### config.mk
export PLATFORM = sky130hd
export DESIGN_NAME = midi_rx_mmio
export DESIGN_NICKNAME = d
export VERILOG_FILES = /design/src/rtl/midi_rx_mmio.sv
export SDC_FILE = /design/constraint.sdc
export NUM_CORES = 1
export LEC_CHECK = 0
export ABC_AREA = 1
export CAP_MARGIN = 20
export CORE_ASPECT_RATIO = 1.75
export CORE_MARGIN = 4
export CORE_UTILIZATION = 40
export DETAILED_ROUTE_END_ITERATION = 10
export PLACE_DENSITY_LB_ADDON = 0.2
export SETUP_SLACK_MARGIN = 0.15
export SLEW_MARGIN = 40
export SYNTH_ARGS = -nofsm -noshare
export SYNTH_HDL_FRONTEND = slang
export SYNTH_SLANG_ARGS = --single-unit
### constraint.sdc
create_clock -name clock -period 2.5 [get_ports clock]
set_clock_uncertainty 0.15 [all_clocks]
set_input_delay 0.25 -clock clock [delete_from_list [all_inputs] [get_ports clock]]
set_output_delay 0.25 -clock clock [all_outputs]
set_load 0.05 [all_outputs]
### src/rtl/midi_rx_mmio.sv
// MIDI serial receiver with a byte FIFO and a two-register MMIO read port.
// Optional macro MIDI_REALTIME_FILTER_EN drops timing-clock (F8) and active-sensing (FE) bytes.
module midi_rx_mmio #(
  parameter int unsigned CLKS_PER_BIT = 1600,
  parameter int unsigned FIFO_LOG2    = 4,
  parameter logic [31:0] DATA_ADDR    = 32'h2002,
  parameter logic [31:0] STAT_ADDR    = 32'h2003
) (
  input  logic        clock,
  input  logic        reset,
  input  logic        midi_rx,
  input  logic        mem_ren,
  input  logic [31:0] address_dmem,
  output logic        mmio_hit,
  output logic [31:0] mmio_result
);

  localparam int unsigned DEPTH = 2 ** FIFO_LOG2;
  localparam int unsigned CW    = $clog2(CLKS_PER_BIT);
  localparam int unsigned PW    = FIFO_LOG2;
  localparam int unsigned CNTW  = FIFO_LOG2 + 1;
  localparam int unsigned HALF  = CLKS_PER_BIT / 2;

  typedef enum logic [1:0] {IDLE, START, DATA, STOP} state_t;

  state_t          state, state_next;
  logic            rx_meta, rx_sync, rx_prev;
  logic [CW-1:0]   baud_cnt, baud_next;
  logic [2:0]      bit_cnt, bit_next;
  logic [7:0]      shreg, shreg_next;
  logic            push_req, push_next;
  logic            ferr_evt_c, keep_c;
  logic            ferr, ovf;
  logic [7:0]      mem [DEPTH];
  logic [PW-1:0]   wr_ptr, rd_ptr;
  logic [CNTW-1:0] count;
  logic            data_sel_c, stat_sel_c, pop_c, full_c, do_push_c, ovf_set_c;

  // Synchronizer plus one extra stage for falling-edge detection.
  always_ff @(posedge clock or posedge reset) begin
    if (reset) begin
      rx_meta <= 1'b1;
      rx_sync <= 1'b1;
      rx_prev <= 1'b1;
    end else begin
      rx_meta <= midi_rx;
      rx_sync <= rx_meta;
      rx_prev <= rx_sync;
    end
  end

`ifdef MIDI_REALTIME_FILTER_EN
  assign keep_c = (shreg != 8'hF8) && (shreg != 8'hFE);
`else
  assign keep_c = 1'b1;
`endif

  always_ff @(posedge clock or posedge reset) begin
    if (reset) begin
      state    <= IDLE;
      baud_cnt <= '0;
      bit_cnt  <= '0;
      shreg    <= '0;
      push_req <= 1'b0;
    end else begin
      state    <= state_next;
      baud_cnt <= baud_next;
      bit_cnt  <= bit_next;
      shreg    <= shreg_next;
      push_req <= push_next;
    end
  end

  // Edge detect on the synchronized line means a low line after a framing error
  // must go high again before a new start bit is recognised.
  always_comb begin
    state_next = state;
    baud_next  = baud_cnt;
    bit_next   = bit_cnt;
    shreg_next = shreg;
    push_next  = 1'b0;
    ferr_evt_c = 1'b0;
    case (state)
      IDLE: begin
        baud_next = '0;
        bit_next  = '0;
        if (rx_prev && !rx_sync) state_next = START;
      end
      START: begin
        if (baud_cnt == CW'(HALF - 1)) begin
          baud_next  = '0;
          state_next = rx_sync ? IDLE : DATA;
        end else begin
          baud_next = baud_cnt + CW'(1);
        end
      end
      DATA: begin
        if (baud_cnt == CW'(CLKS_PER_BIT - 1)) begin
          baud_next  = '0;
          shreg_next = {rx_sync, shreg[7:1]};
          bit_next   = bit_cnt + 3'd1;
          if (bit_cnt == 3'd7) state_next = STOP;
        end else begin
          baud_next = baud_cnt + CW'(1);
        end
      end
      STOP: begin
        if (baud_cnt == CW'(CLKS_PER_BIT - 1)) begin
          baud_next  = '0;
          state_next = IDLE;
          if (rx_sync) push_next  = keep_c;
          else         ferr_evt_c = 1'b1;
        end else begin
          baud_next = baud_cnt + CW'(1);
        end
      end
      default: state_next = IDLE;
    endcase
  end

  assign data_sel_c = mem_ren && (address_dmem == DATA_ADDR);
  assign stat_sel_c = mem_ren && (address_dmem == STAT_ADDR);
  assign mmio_hit   = data_sel_c || stat_sel_c;
  assign pop_c      = data_sel_c && (count != '0);
  assign full_c     = (count == CNTW'(DEPTH));
  assign do_push_c  = push_req && (!full_c || pop_c);
  assign ovf_set_c  = push_req && full_c && !pop_c;

  always_comb begin
    mmio_result = '0;
    if (pop_c) begin
      mmio_result = {23'b0, 1'b1, mem[rd_ptr]};
    end else if (stat_sel_c) begin
      mmio_result[9]   = ferr;
      mmio_result[8]   = ovf;
      mmio_result[7:0] = 8'(count);
    end
  end

  always_ff @(posedge clock) begin
    if (do_push_c) mem[wr_ptr] <= shreg;
  end

  // Pointers wrap naturally at the power-of-two depth; set events beat a status-read clear.
  always_ff @(posedge clock or posedge reset) begin
    if (reset) begin
      wr_ptr <= '0;
      rd_ptr <= '0;
      count  <= '0;
      ovf    <= 1'b0;
      ferr   <= 1'b0;
    end else begin
      if (do_push_c) wr_ptr <= wr_ptr + PW'(1);
      if (pop_c)     rd_ptr <= rd_ptr + PW'(1);
      if (do_push_c && !pop_c)      count <= count + CNTW'(1);
      else if (!do_push_c && pop_c) count <= count - CNTW'(1);
      if (ovf_set_c)       ovf <= 1'b1;
      else if (stat_sel_c) ovf <= 1'b0;
      if (ferr_evt_c)      ferr <= 1'b1;
      else if (stat_sel_c) ferr <= 1'b0;
    end
  end

endmodule

==> results of run 1 <==
[metrics by stage]
| step | total power [W] | utilization (%) | area [sq um] | cells | hold slack, ns |
|---|---|---|---|---|---|
| 3_3_place_gp | 0.003571 | 47.53 | 9164 | 1107 | 0.1981 |
| 2_1_floorplan | 0.003477 | - | 8050 | 821 | 0.1045 |
| 4_1_cts | 0.006227 | 53.43 | 10300 | 1165 | 0.06371 |
| 6_report | 0.006165 | 55.56 | 10710 | 1176 | 0.08308 |
| 3_5_place_dp | 0.003579 | 47.53 | 9164 | 1107 | 0.2014 |
| 5_1_grt | 0.006428 | 55.56 | 10710 | 1176 | 0.07205 |
[routing by layer]
layer / wire length (microns) / global-route usage, % / up-vias
li1: - / - / 2857
met1: 7007 / 18.38 / 2780
met2: 11700 / 36.81 / 119
met3: 534 / 3.092 / 42
met4: 844 / 6.781 / 0
met5: 0 / 0 / -
[final cells by class]
type / count / area, sq um
Fill cell: 1670 / 8568
Multi-Input combinational cell: 546 / 2952
Inverter: 55 / 224.0
Timing Repair Buffer: 131 / 1712
Clock inverter: 14 / 158.9
Sequential cell: 171 / 4926
Clock buffer: 18 / 439.2
Tap cell: 241 / 301.5
[report_power, final]
group	switching, W	leakage, nW	total [W]	internal (W)
combinational	0.000251	2.23	0.000388	0.000137
sequential	0.0000610	2.04	0.00313	0.00306
clock	0.00113	0.294	0.00265	0.00152
total	0.00144	4.57	0.00616	0.00472
[flip-flops by register name, indices dropped and copies added, names as in the netlist, named ones only]
signal	cells
mem	128
baud_cnt	11
shreg	8
count	5
rd_ptr	4
wr_ptr	4
bit_cnt	3
ferr	1
ovf	1
push_req	1
rx_meta	1
rx_prev	1
rx_sync	1
state	1
[cells in the final DEF, fill, tap and decap left out, types with 4 or more instances in the layout]
master,n
a21oi_1,19
a21oi_2,10
buf_12,31
buf_16,6
buf_4,43
buf_6,10
clkbuf_16,22
clkdlybuf4s50_1,35
clkinv_4,5
conb_1,22
dfrtp_1,38
edfxtp_1,128
ha_1,9
inv_1,37
inv_2,14
inv_6,6
nand2_1,202
nand2_2,22
nand2_4,7
nand3_1,56
nand3_2,10
nor2_1,71
nor2_2,39
nor2_4,4
o21ai_0,10
o21ai_1,15
o21ai_2,6
xor2_1,9
[what timing repair did]
item                       4_1_cts  5_1_grt
setup endpoints to repair       10       12
pin swaps                       37       41
gates resized for setup         78       80
setup buffers                   20        8
cloned                           6        3
[how the worst min path moves through the flow]
| stage | startpoint | endpoint | cells past startpoint |
|---|---|---|---|
| 2_1_floorplan | midi_rx | rx_meta$_DFF_PP1_ | 0 |
| 5_1_grt | midi_rx | rx_meta$_DFF_PP1_ | 1 |
| 4_1_cts | midi_rx | rx_meta$_DFF_PP1_ | 1 |
| 3_5_place_dp | rx_meta$_DFF_PP1_ | rx_sync$_DFF_PP1_ | 0 |
| 3_3_place_gp | rx_meta$_DFF_PP1_ | rx_sync$_DFF_PP1_ | 0 |
| 6_report | midi_rx | rx_meta$_DFF_PP1_ | 1 |
[cell families after synthesis]
family / Yosys count / share of synthesized area [%]
adders and majority gates: 13 / 2.152
xor gates and xnor gates: 11 / 1.218
AOI/OAI and AO/OA: 72 / 4.794
other: 1 / 0.04742
and+or+nand+nor: 427 / 22.99
buffers and inverters: 105 / 6.550
DFF: 171 / 62.25
==> results.ini, run 1 <==
[worst_setup_path]
rrSetupSlack_ns = 0.15
crit_cells = 10
cp_top_family = buffers and inverters
cp.arrival_ns = 2.17
cp_cell_sequence = clkinv_4 > buf_12 > buf_16 > o21ai_0 > o211ai_1 > nand2_1 > nand2_2 > nand2_2 > nand2_2 > buf_12
worstPathRequired_ns = 2.10
timing.rr.end = count[4]$_DFFE_PP0P_
crit_end = mmio_result[4]
cp-startpoint = rd_ptr[0]$_DFFE_PP0N_
cpMostUsedCell = nand2_2
cp-start-kind = flip-flop
slowest_delay_ns = 0.45
r2r_start = count[3]$_DFFE_PP0P_
worst-path-buf-inv = 4
critPathCaptureType = output port
r2r.worst_path.cells = 16
setup.worst_path.class = reg -> out
crit_slowest_cell = dfrtp_2
critPathMaxFanout = 6

[clock_tree]
cts_made_buffers = 17
hold_buffers = 0
cts_buffer_depth = 2
clkTransAtPathRegs_ns = 0.07
clock_latency_ns = 0.43
clock-sinks = 171
h-tree-depth = 4
tritoncts = done
cts_root_buffer = clkbuf_16

[sta]
setup_tns_ns = -0.1105
max_freq_mhz = 389.8
fin_crit_sh_pct = 102.6
max_slew_margin_pct = 51.45
tightest_slew_ns = 0.7282
hold_viol = 0
fin_ws_ns = -0.06539
finalCriticalPeriod_ns = 2.565
slew_violations = 0
setup_viol = 3
rsz0062_at_grt = yes

[outcome]
violations = negative setup slack
status = finished, violations left

[synthesis]
yosys_warnings = 0
yosysMostFrequentCell = nand2_1
ys_async_sr_fraction_pct = 25.15
synth_top_area_cell = edfxtp_1
synth_top_area_share_pct = 48.60
synth-seq-cells = 171
syn_avg_cell_area_sq_um = 9.886
synthCells = 800
ys.flop_type = edfxtp_1
synth-seq-area-share_pct = 62.25
ys_types = 39
synthTopCellsByCount = nand2_1 (228), edfxtp_1 (128), nor2_1 (94)
ys_top_cells_by_area = edfxtp_1 (49%), dfrtp_1 (13%), nand2_1 (11%)
syn_area_sq_um = 7909
synth_edf_count = 128

[route]
vias = 5798
viasPerCell = 4.930
totalWireLength_microns = 20090
drt_iter0_drc = 193
drtPass1Iterations = 7
drc = 0
ant_nets = 0
wl_per_cell_microns = 17.08

[global_routing]
grt_pass1_wl_microns = 30910
antenna_found_initial = 0
grt_pass1_vias = 5780
grt_max_degree = 44
grt_overflow = 0
grt.total_usage_pct = 18.48

[layout]
fin_nets = 971
num_antenna_cells = 0
syn_to_final_growth_pct = 35.45
drive_above_1_share_pct = 28.24

[floorplanning]
initial_core_util_pct = 41.02
chipWidth_microns = 114.3
fp.dieH_microns = 194.0
rows = 67
ios = 69
die-area_sq_um = 22170
core_area_sq_um = 19280

[run]
maxCapViolCount = 0

[pwr]
cellPowerDensity_nw_per_um2 = 575.5
p_leak_nw = 4.569
peakVddDrop_mv = 0.4952

[place]
portBuffers = 46
dpl.hpwl_microns = 13060
place.gp.congestion = 0.8124
dp_slack_ns = -0.2594

[worst_hold_path]
hold_class = in -> reg

No activity file was read; power rests on OpenSTA's default activity.
==> run 2: changes to the inputs <==
--- a/config.mk
+++ b/config.mk
@@ -6,7 +6,7 @@
 export NUM_CORES = 1
 export LEC_CHECK = 0
 export ABC_AREA = 1
-export CAP_MARGIN = 20
+export CAP_MARGIN = 10
 export CORE_ASPECT_RATIO = 1.75
 export CORE_MARGIN = 4
 export CORE_UTILIZATION = 40
==> results of run 2 <==
Same layout as run 1: the final DEF is identical, and so are final timing and power.
